`src/rtl/fixed_dot_product_loader.sv`:
```
// Collects eight Q16.16 element pairs into lane registers for a dot-product datapath,
// waits out the datapath latency, then presents the captured result with a valid/ready handshake.
module fixed_dot_product_loader #(
  parameter int LATENCY = 2,
  parameter int LANES   = 8
) (
  input  logic        clk,
  input  logic        reset,
  input  logic        io_in_valid,
  output logic        io_in_ready,
  input  logic [31:0] io_in_a,
  input  logic [31:0] io_in_b,
  output logic [31:0] io_a_0,
  output logic [31:0] io_a_1,
  output logic [31:0] io_a_2,
  output logic [31:0] io_a_3,
  output logic [31:0] io_a_4,
  output logic [31:0] io_a_5,
  output logic [31:0] io_a_6,
  output logic [31:0] io_a_7,
  output logic [31:0] io_b_0,
  output logic [31:0] io_b_1,
  output logic [31:0] io_b_2,
  output logic [31:0] io_b_3,
  output logic [31:0] io_b_4,
  output logic [31:0] io_b_5,
  output logic [31:0] io_b_6,
  output logic [31:0] io_b_7,
  input  logic [31:0] io_dot_c,
  output logic        io_out_valid,
  input  logic        io_out_ready,
  output logic [31:0] io_out_bits
);

  localparam int CW = (LATENCY < 1) ? 1 : $clog2(LATENCY + 1);

  typedef enum logic [1:0] {LOAD, WAIT, OUT} state_t;

  state_t                  state, state_nxt;
  logic [2:0]              idx;
  logic [CW-1:0]           wcnt;
  logic [LANES-1:0][31:0]  lane_a, lane_b;
  logic [31:0]             out_bits;
  logic                    accept, wait_done;

  assign accept    = io_in_valid & io_in_ready;
  assign wait_done = (wcnt == CW'(LATENCY));

  always_comb begin
    state_nxt    = state;
    io_in_ready  = 1'b0;
    io_out_valid = 1'b0;
    case (state)
      LOAD: begin
        io_in_ready = 1'b1;
        if (io_in_valid && idx == 3'd7) state_nxt = WAIT;
      end
      WAIT: if (wait_done) state_nxt = OUT;
      OUT: begin
        io_out_valid = 1'b1;
        if (io_out_ready) state_nxt = LOAD;
      end
      default: state_nxt = LOAD;
    endcase
  end

  // idx wraps to 0 on the eighth accept, so OUT->LOAD needs no extra clear.
  always_ff @(posedge clk) begin
    if (reset) begin
      state    <= LOAD;
      idx      <= '0;
      wcnt     <= '0;
      lane_a   <= '0;
      lane_b   <= '0;
      out_bits <= '0;
    end else begin
      state <= state_nxt;
      if (accept) begin
        lane_a[idx] <= io_in_a;
        lane_b[idx] <= io_in_b;
        idx         <= idx + 3'd1;
      end
      if (state == WAIT) begin
        wcnt <= wait_done ? '0 : wcnt + CW'(1);
        if (wait_done) out_bits <= io_dot_c;
      end
    end
  end

  assign io_out_bits = out_bits;

  assign io_a_0 = lane_a[0];
  assign io_a_1 = lane_a[1];
  assign io_a_2 = lane_a[2];
  assign io_a_3 = lane_a[3];
  assign io_a_4 = lane_a[4];
  assign io_a_5 = lane_a[5];
  assign io_a_6 = lane_a[6];
  assign io_a_7 = lane_a[7];
  assign io_b_0 = lane_b[0];
  assign io_b_1 = lane_b[1];
  assign io_b_2 = lane_b[2];
  assign io_b_3 = lane_b[3];
  assign io_b_4 = lane_b[4];
  assign io_b_5 = lane_b[5];
  assign io_b_6 = lane_b[6];
  assign io_b_7 = lane_b[7];

endmodule

```
`config.mk`:
```
export PLATFORM = sky130hd
export DESIGN_NAME = fixed_dot_product_loader
export DESIGN_NICKNAME = d
export VERILOG_FILES = /design/src/rtl/fixed_dot_product_loader.sv
export SDC_FILE = /design/constraint.sdc
export NUM_CORES = 1
export LEC_CHECK = 0
export ABC_AREA = 1
export CAP_MARGIN = 25
export CORE_AREA = 2 2 249 251
export DETAILED_ROUTE_END_ITERATION = 6
export DIE_AREA = 0 0 251 253
export GPL_ROUTABILITY_DRIVEN = 0
export HOLD_SLACK_MARGIN = 0.03
export SYNTH_ARGS = -nofsm -noshare
export SYNTH_HDL_FRONTEND = slang
export SYNTH_SLANG_ARGS = --single-unit
```
`constraint.sdc`:
```
create_clock -name clk -period 1.7 [get_ports clk]
set_clock_uncertainty 0.15 [all_clocks]
set_input_delay 0.425 -clock clk [delete_from_list [all_inputs] [get_ports clk]]
set_output_delay 0.425 -clock clk [all_outputs]
set_load 0.01 [all_outputs]
```
### Word level (Yosys, flattened, before mapping)

Index checks and enable logic that the tools add are counted.

* word-level logic and storage cells: 48
* flip-flop bits (word level): 551
* input port bits: 100
* output and inout bits: 546

* $lt $le $gt $ge: 2
* muxes and demuxes: 11
* add/sub/neg operators: 2
* eq/ne operators: 7
* bitwise operators: 1
* reductions and logical operators: 5

Operator list (number)
* 256-bit bitwise mux: 2
* 32-bit demux with 3-bit select: 1
* 32-bit 2-to-1 mux: 1
* 2-bit 2-to-1 mux: 4
* 2-bit inequality test (second input constant): 3
* 2-bit one-hot mux with 3 select lines: 1
* 2-bit == test (second input constant): 2
* 3-bit by 4-bit less-than comparator with 1-bit output (second input constant): 1
* 3-bit by 1-bit adder with 3-bit output (second input constant): 1
* 3-bit == test (second input constant): 1
* 3-bit by 1-bit greater-or-equal comparator with 1-bit output (second input constant): 1
* 3-bit AND reduction: 1
* 2-bit by 1-bit adder with 2-bit output (second input constant): 1
* 2-bit by 1-bit == test with 1-bit output (second input constant): 1
* 1-bit logical AND: 2
* 2-bit logical NOT: 1
* 1-bit 2-to-1 mux: 2
* 2-bit AND reduction: 1
* 1-bit AND: 1

### Longest topological paths before layout

Gate-level depths: netlist of run 1.

* depth in word-level cells: 5
* mapped depth: 8
* depth with buffers taken out: 6

### Least setup slack after synthesis of run 1

No wires, ideal clock.

* path kind: register -> register
* start point: register state[1]
* end point: register lane_a (netlist bit io_a_1[0])
* arrival: 1205 ps
* slack: 232 ps
* path buffers: 2
* library setup time: 113 ps
* stages on the path, launching flop included: 9
* cells stage by stage: dfxtp_1 nor2_4 nand2_4 inv_2 buf_2 buf_2 nand3_1 nand2_1 nor2_1

* cells in the longest elaborated chain, start to end: 3

RTL lines
* from (decl): RTL line 39 `state_t state, state_nxt;`
* from (signal assigned): RTL line 77 `state <= state_nxt;`
* 2-bit logical NOT: RTL line 53 `case (state)`
* 1-bit 2-to-1 mux: RTL line 53
* via io_in_ready: RTL line 10 `output logic io_in_ready,`
* 1-bit AND: RTL line 46 `assign accept = io_in_valid & io_in_ready;`
* to (signal, indexed assignment): RTL line 79 `lane_a[idx] <= io_in_a;`
* to (decl): RTL line 42 `logic [LANES-1:0][31:0] lane_a, lane_b;`

The timed path passes the listed nets, and every way through them passes these cells.
A chain may end at the register's enable or synchronous reset.

### Final worst setup path of run 1

* start point: register state[1]
* end point: output port io_in_ready

* cells in the longest elaborated chain, start to end: 2

RTL lines (RTL line)
* 2-bit logical NOT: 53
* 1-bit 2-to-1 mux: 53
* to (decl): 10

No other way between the ends.

==> results of run 1 <==
==> routing by layer <==
metal,global-route usage,part of all wire
met1,0.3171,0.41
met2,0.4264,0.47
met3,0.07370,0.089
met4,0.08861,0.033
met5,0,0
==> placed cells by master (no fill, tap or decap), types with 10 or more instances in the layout <==
cell type,n
buf_6,165
dfxtp_1,169
nand2_1,648
o21ai_0,38
clkbuf_1,12
nand3_1,385
clkbuf_16,76
inv_1,70
dfxtp_2,376
buf_2,298
buf_4,164
nor2_1,1090
bufinv_16,10
clkbuf_8,14
nor2_4,12
clkdlybuf4s50_1,99
buf_12,113
==> worst max-delay path: cells and delay by family (launching register included) <==
| family | cells | cell delay, ns |
|---|---|---|
| and+or+nand+nor | 1 | 0.14 |
| buffers and inverters | 1 | 0.12 |
| DFF | 1 | 0.36 |
==> layout make-up <==
type	count	area share
Tap cell	790	0.03061
Clock buffer	85	0.05308
Sequential cell	551	0.3568
Clock inverter	19	0.01100
Antenna cell	1	0.00007749
Multi-Input combinational cell	2193	0.2781
Inverter	76	0.009376
Timing Repair Buffer	863	0.2609
==> logic make-up (layout without fill, tap and decap cells) <==
logic type | after synthesis | after routing | synth area share
other | 0 | 1 | 0
AND/OR/NAND/NOR | 2146 | 2146 | 0.4049
adder cells (fa/ha/maj) | 2 | 2 | 0.001172
AO/OA/AOI/OAI | 45 | 45 | 0.01078
flip-flops | 551 | 551 | 0.5165
buffers and inverters | 288 | 1043 | 0.06661
==> path summary, 6_finish.rpt <==
check	from	to	slack, ns	cells after the start
setup reg to reg	state[1]$_SDFFE_PP0P_	io_a_0[4]$_SDFFE_PP0P_	-0.07	8
setup / recovery	state[1]$_SDFFE_PP0P_	io_in_ready	-0.12	2
hold / removal	io_dot_c[23]	io_out_bits[23]$_SDFFE_PP0P_	0.27	3
hold reg to reg	io_b_7[3]$_SDFFE_PP0P_	io_b_7[3]$_SDFFE_PP0P_	0.32	2
==> through the flow <==
stage	worst slack (ns)	hold WS [ns]
global route	-0.1608	0.2507
floorplan	0.2322	0.3235
CTS	-0.1887	0.2446
finish	-0.1205	0.2659
global placement	-0.3802	0.3092
detailed placement	-0.4186	0.3182
==> report_power, final <==
group,internal [W],switching [W]
Clock,0.00846,0.00546
Sequential,0.0135,0.000351
Combinational,0.00207,0.00260
Total,0.0240,0.00840
==> sequential cells by signal, indices dropped and copies added, names as in the netlist <==
register	cells
idx	3
io_a_0	32
io_a_1	32
io_a_2	32
io_a_3	32
io_a_4	32
io_a_5	32
io_a_6	32
io_a_7	32
io_b_0	32
io_b_1	32
io_b_2	32
io_b_3	32
io_b_4	32
io_b_5	32
io_b_6	32
io_b_7	32
io_out_bits	32
state	2
wcnt	2
==> repair_timing <==
item	in CTS	in global routing
pin swaps	3	9
setup endpoints to repair	611	492
hold endpoints to repair	0	0
gates cloned	2	18
buffers inserted	3	23
resized for setup	2661	255
==> run summary, run 1 <==
The final critical path time including I/O delays and setup came out at 1.820 ns. nor2_1 is the most common cell in the netlist. The logs give 0 for the number of maximum-capacitance violations and 0.06103 mm² for the core box area. The number of clock sinks was 551; the worst max-slew margin expressed relative to the limit was 0.7174. The tools report the cell at the root of the clock tree as clkbuf_16. The critical path is of the flop to primary output type. Number of flops mapped to enable cells by yosys: 0.

The synthesized design spends more area on one cell type than any other, namely dfxtp_1. The run gives 3 as the clock tree buffer depth. Setup repair after global routing could not meet its margin everywhere.

The core utilization of the finished layout is 0.5292, and the average cell area after synthesis is 7.044 µm². Counting distinct cell types in the post-synthesis netlist gives 19. Traced cell by cell, the critical path runs through nor2_4 > buf_6. The maximum frequency from static timing analysis is 549.3 MHz.

The number of hold buffers added after cts is 0, and the global-route wire length before repair is 124600 µm. The logs give 646 for the count of boundary I/O pins and 2 for the H-tree depth. Dividing the detail-routed wire length by the instance count gives 19.60 µm. The full die area was 0.06350 mm².

The fraction of synthesized cell area taken by the top area cell type came out at 0.5165. The leakage power figure came out at 14.94 nW. The ratio of final minimum period to clock period came out at 1.071.

The flow ran to the end, but the final reports show violations. The effective utilization at floorplan is 0.3499, and the number of global-route vias before repair is 19760. For the total placed cells including tap cells, the log shows 4427.

Setup total negative slack on the finished layout was measured at -1.282 ns. Summing all multi-input logic gate instances after layout gives 0.008981 mm². The logs give 0 for the remaining design rule violation count and 0.03244 W for the overall power of the completed layout.

In this design, the stage delay of the slowest critical-path cell is 0.36 ns. Setup violations remaining at the end of the flow were counted as 38. Number of nets in the finished design: 3846. The number of storage elements in the synthesis netlist is 551. The number of max-slew violations in the final report was 0. For this run the aggregate overflow at the end of global routing stands at 0. The total global routing track utilization was 0.2563; the half-perimeter wire length after placement was 58240 µm. The finished cells cover 0.03229 mm².

The floorplan has 91 rows. The instance area at placement was 0.03035 mm²; the maximum net fanout on the critical path was 3. The y dimension of the die works out to 253 µm.

TritonCTS built the clock tree. After clock tree synthesis, the clock-pin slew on the worst setup and hold paths is 0.06 ns. STA classifies the critical path endpoint as a primary output. The slowest stage of the critical path belongs to the cell dfxtp_4.

Dominant register cell in the synthesized netlist: dfxtp_1. In this run the cell area of the synthesized design comes to 0.02136 mm². The DRC violation total after the first TritonRoute iteration is 1662, and the fraction of synthesis flops using an asynchronous set or reset pin is 0. The number of nets in the synthesized netlist is 3134.

The fraction of final layout cells sized beyond drive strength 1 came out at 0.3346. Entering global routing, the biggest net connects 61 pins. Ranked by instance count, the synthesized netlist is headed by 1095 x nor2_1, 650 x nand2_1, 551 x dfxtp_1. The kind of start point of the critical path is a flop.

For the arrival time at the worst endpoint, the log shows 1.25 ns. The detail route stage leaves a number of antenna-violating nets equal to 0. After the flow finishes, the layout carries non-filler instances totaling 4578. The tools report the post-synthesis cell count as 3032.

The total number of vias was 21830. The final reports fail on setup timing. Dividing the detail-routed via count by the number of cells gives 4.768. The number of antenna violations at the first check in global routing came out at 1. Buffers placed on the I/O ports in this run total 645. Ranked by total cell area, the synthesized netlist is headed by dfxtp_1 52%, nor2_1 19%, nand2_1 11%, nand3_1 9.1%, buf_2 2.8%. For the worst-skew pair, the clock arrives at the later sink with an insertion delay of 0.62 ns.

For the synthesis warning total, the log shows 0. After detailed routing, the total wire length is 89720 µm. STA puts the critical path data required time at 1.12 ns. Final setup slack of the worst path: -0.1205 ns. The tools report the number of endpoints with negative hold slack in the final report as 0. The run gives 0.5165 as the share of the yosys chip area belonging to registers. The pin slew with the least headroom to its limit is 0.4234 ns.

For this design the ratio of total power to cell area is 1004 mW/mm². Path type of the worst min-delay path: input port to flop. Width of the die: 251 µm. VDD sags by at most 0.0008323 V. For the number of clock buffers inserted by TritonCTS, the log shows 59. The filler cells instantiated in the layout total 6028. The area growth from synthesis to layout is 51.22%.

The first detailed-routing pass ran for 6 iterations. Registers take 0.01152 mm².
No activity file was read; power rests on OpenSTA's default activity.
==> run 2, diff against run 1 <==
CELL_PAD_IN_SITES_DETAIL_PLACEMENT = 1   (was default)
CELL_PAD_IN_SITES_GLOBAL_PLACEMENT = 1   (was default)
CORE_AREA = default   (was 2 2 249 251)
CORE_ASPECT_RATIO = 1.5   (was default)
CORE_UTILIZATION = 33   (was default)
DIE_AREA = default   (was 0 0 251 253)
GPL_TIMING_DRIVEN = 1   (was default)
PLACE_DENSITY_LB_ADDON = 0.1   (was default)
==> run summary, run 2 (same netlist as run 1, synthesis figures left out) <==
The tree is rooted in a clkbuf_16. The total placed cells including tap cells came out at 4445 (+0.41%). The instance area at placement is 0.03029 mm² (-0.19%).

The cell area power density was 940.0 mW/mm² (-6.4%). Number of maximum-capacitance violations: 0 (unchanged). The logs give 0 (unchanged) for the aggregate global routing overflow and 56 (-5.1%) for the number of clock buffers inserted by TritonCTS. The run gives -0.14 ns (-0.07 ns) as the reg2reg setup slack.

In this run the most critical hold path is launched from io_dot_c[3]. The final sum of negative setup slack came out at -22.48 ns (-21.20 ns). DRC violation total after the first TritonRoute iteration: 1205 (-27%). Setup repair after global routing could not meet its margin everywhere.

The run gives 4636 (+1.3%) as the final standard cell count with taps included and fillers excluded. The post-placement worst setup slack is -0.4816 ns (-0.06300 ns). The tools report the number of endpoints with negative hold slack in the final report as 0 (unchanged). The tools report the total global routing track utilization as 0.2860 (+0.02975).

The worst hold path terminates at io_out_bits[3]$_SDFFE_PP0P_. Arrival time at the worst endpoint: 2.23 ns (+0.98 ns). The width of the die is 209.7 µm (-16%), and the area growth from synthesis to layout is 56.56%. The logs give 0.06362 mm² (+4.3%) for the core box area and 646 (unchanged) for the count of boundary I/O pins. The path type of the worst min-delay path is input port to flop. Post-detailed-route count of antenna-violating nets: 0 (unchanged). The critical path required time was 2.09 ns (+0.97 ns); the worst max-slew margin expressed relative to the limit was 0.6894 (-0.02805).

The signal on the critical path passes through nor2_4 > buf_6 > nand2_8 > buf_12 > buf_12 > nor2_8 > buf_12 > clkbuf_16 > nor2_1 > nor2_1. The run finished, with violations left. The number of cell rows was 113 (+24%). The ratio of final minimum period to clock period was 1.083 (+0.01252). The run gives 23690 (+20%) as the number of global-route vias before repair. The via count normalized by instance count was 5.026 (+5.4%). The run gives 0 (-1) as the number of antenna violations at the first check in global routing. Y dimension of the die: 313.6 µm (+24%). The commonest non-fill, non-tap cell in the layout is nor2_1. The stage delay of the slowest cell on the critical path came out at 0.36 ns (about the same). The final critical path time including I/O delays and setup is 1.842 ns (+0.02129 ns), and the effective utilization at floorplan is 0.3357 (-0.01427). The number of buffers and inverters on the critical path is 5 (+4), and the post-CTS clock slew at the launch and capture registers of the worst setup and hold paths is 0.06 ns (about the same).

The number of cell instances on the worst register-to-register path is 10 (+2). The logs give 7733 (+28%) for the number of fill cells and 23300 (+6.7%) for the total number of vias. The number of clock sinks was 551 (unchanged); the number of instances on the worst hold path was 3 (unchanged). The run gives 15.64 nW (+4.7%) as the leakage power figure. Maximum net fanout on the critical path: 12 (+9). The count of port buffers added during placement is 645 (unchanged). The worst reg2reg path endpoint was io_a_6[13]$_SDFFE_PP0P_. In the layout the commonest cells are 1005 x nor2_1, 582 x nand2_1, 383 x nand3_1. The fraction of final layout cells sized beyond drive strength 1 was 0.3620 (+0.02748); the largest net degree at the start of global routing was 45 (-26%). The pin slew with the least headroom to its limit came out at 0.4654 ns (+0.04204 ns). The checks that failed: setup timing.

The number of endpoints failing setup at the final stage was 420 (+1000%); the half-perimeter wire length after placement was 67450 µm (+16%). The kind of cell adding the most delay to the critical path is buffers and inverters. The number of max-slew violations in the final report came out at 0 (unchanged).

The largest individual stage delay along the critical path comes from the cell dfxtp_4. The global-route wire length before repair is 144100 µm (+16%), and the remaining design rule violation count is 0 (unchanged). The run gives 543.0 MHz (-1.2%) as the maximum frequency from static timing analysis. The worst setup path is captured at a flop. The worst register-to-register path begins at state[1]$_SDFFE_PP0P_.

The logs give -0.1418 ns (-0.02129 ns) for the final setup slack of the worst path and 0.06576 mm² (+3.6%) for the full die area. The logs give 3889 (+1.1%) for the number of nets in the finished design and 0.03344 mm² (+3.5%) for the final cell area excluding filler cells. The logs give 0 (-1) for the final antenna diode count and 0.0007962 V (-4.3%) for the worst vdd rail ir drop.

The setup path with the least slack is of type flop to flop. TritonCTS built the clock tree. The run gives 2 (unchanged) as the H-tree depth. The tools report the total wire length as 104700 µm (+17%). The run gives 4 (-2) as the number of detailed-route iterations in the first pass. The cell that appears most often on the critical path is buf_12. The final routed wire length divided by cell count is 22.58 µm (+15%), and the worst-skew pair later-pin latency is 0.62 ns (about the same). The worst setup path is launched from a flop. The clock tree buffer depth came out at 3 (unchanged).
-- run 2: cell count changes in the layout (fill, tap and decap cells not counted), moves of 19 or more --
| cell | delta |
|---|---|
| buf_2 | +36 |
| dfxtp_2 | -68 |
| nand2_4 | +20 |
| nand2_2 | +45 |
| buf_6 | -31 |
| nor2_2 | +49 |
| nand2_1 | -66 |
| dfxtp_1 | +70 |
| clkbuf_16 | +19 |
| nor2_4 | +36 |
| nor2_1 | -85 |
-- run 2: worst register-to-register path, stage by stage, from the launching register on --
cell and delay, ns:
dfxtp_4 0.36, nor2_4 0.13, buf_6 0.12, nand2_8 0.08
buf_12 0.17, buf_12 0.12, nor2_8 0.12, buf_12 0.17
clkbuf_16 0.20, nor2_1 0.05, nor2_1 0.09
-- run 2: through the flow --
step                hold WS [ns]  total power, W    util
floorplan                 0.3235         0.01607       -
global placement          0.3143         0.01870  0.4760
detailed placement        0.3224         0.01884  0.4760
CTS                       0.2427         0.03108  0.4923
global route              0.2626         0.03253  0.5255
finish                    0.2696         0.03143  0.5255
-- run 2: worst max-delay path by stage --
stage,from,to,slack [ns],cells after the start
3_5_place_dp,io_in_valid,io_b_7[23]$_SDFFE_PP0P_,-0.48,7
2_1_floorplan,state[1]$_SDFFE_PP0P_,io_a_1[0]$_SDFFE_PP0P_,0.23,8
5_1_grt,state[1]$_SDFFE_PP0P_,io_a_6[13]$_SDFFE_PP0P_,-0.21,10
3_3_place_gp,io_in_valid,io_b_7[8]$_SDFFE_PP0P_,-0.40,7
4_1_cts,state[1]$_SDFFE_PP0P_,io_out_valid,-0.17,3
6_report,state[1]$_SDFFE_PP0P_,io_a_6[13]$_SDFFE_PP0P_,-0.14,10
-- run 2: cell type report --
cell class	count	area (µm²)	area share
clock buffer	88	1673	0.05003
timing repair buffer	909	9211	0.2755
inverter	76	319.1	0.009542
sequential	551	11430	0.3419
tap	805	1007	0.03012
multi-input combinational	2193	9663	0.2890
clock inverter	14	131.4	0.003929
-- run 2: repair_timing --
item / CTS / global route
buffers inserted: 21 / 17
hold buffers: 0 / 0
endpoints found under the setup margin: 619 / 672
cloned: 10 / 45
pin swaps: 74 / 110
gates resized for setup: 2830 / 270
-- run 2: power by group --
part / internal, W / switching, W
Clock: 0.00704 / 0.00546
Sequential: 0.0135 / 0.000372
Combinational: 0.00220 / 0.00287
Total: 0.0227 / 0.00870
-- run 2: metal layers --
layer / wire (µm) / track usage
met2: 53410 / 0.5208
met4: 5028 / 0.1248
met1: 38840 / 0.3110
met5: 0 / 0
met3: 7417 / 0.07183
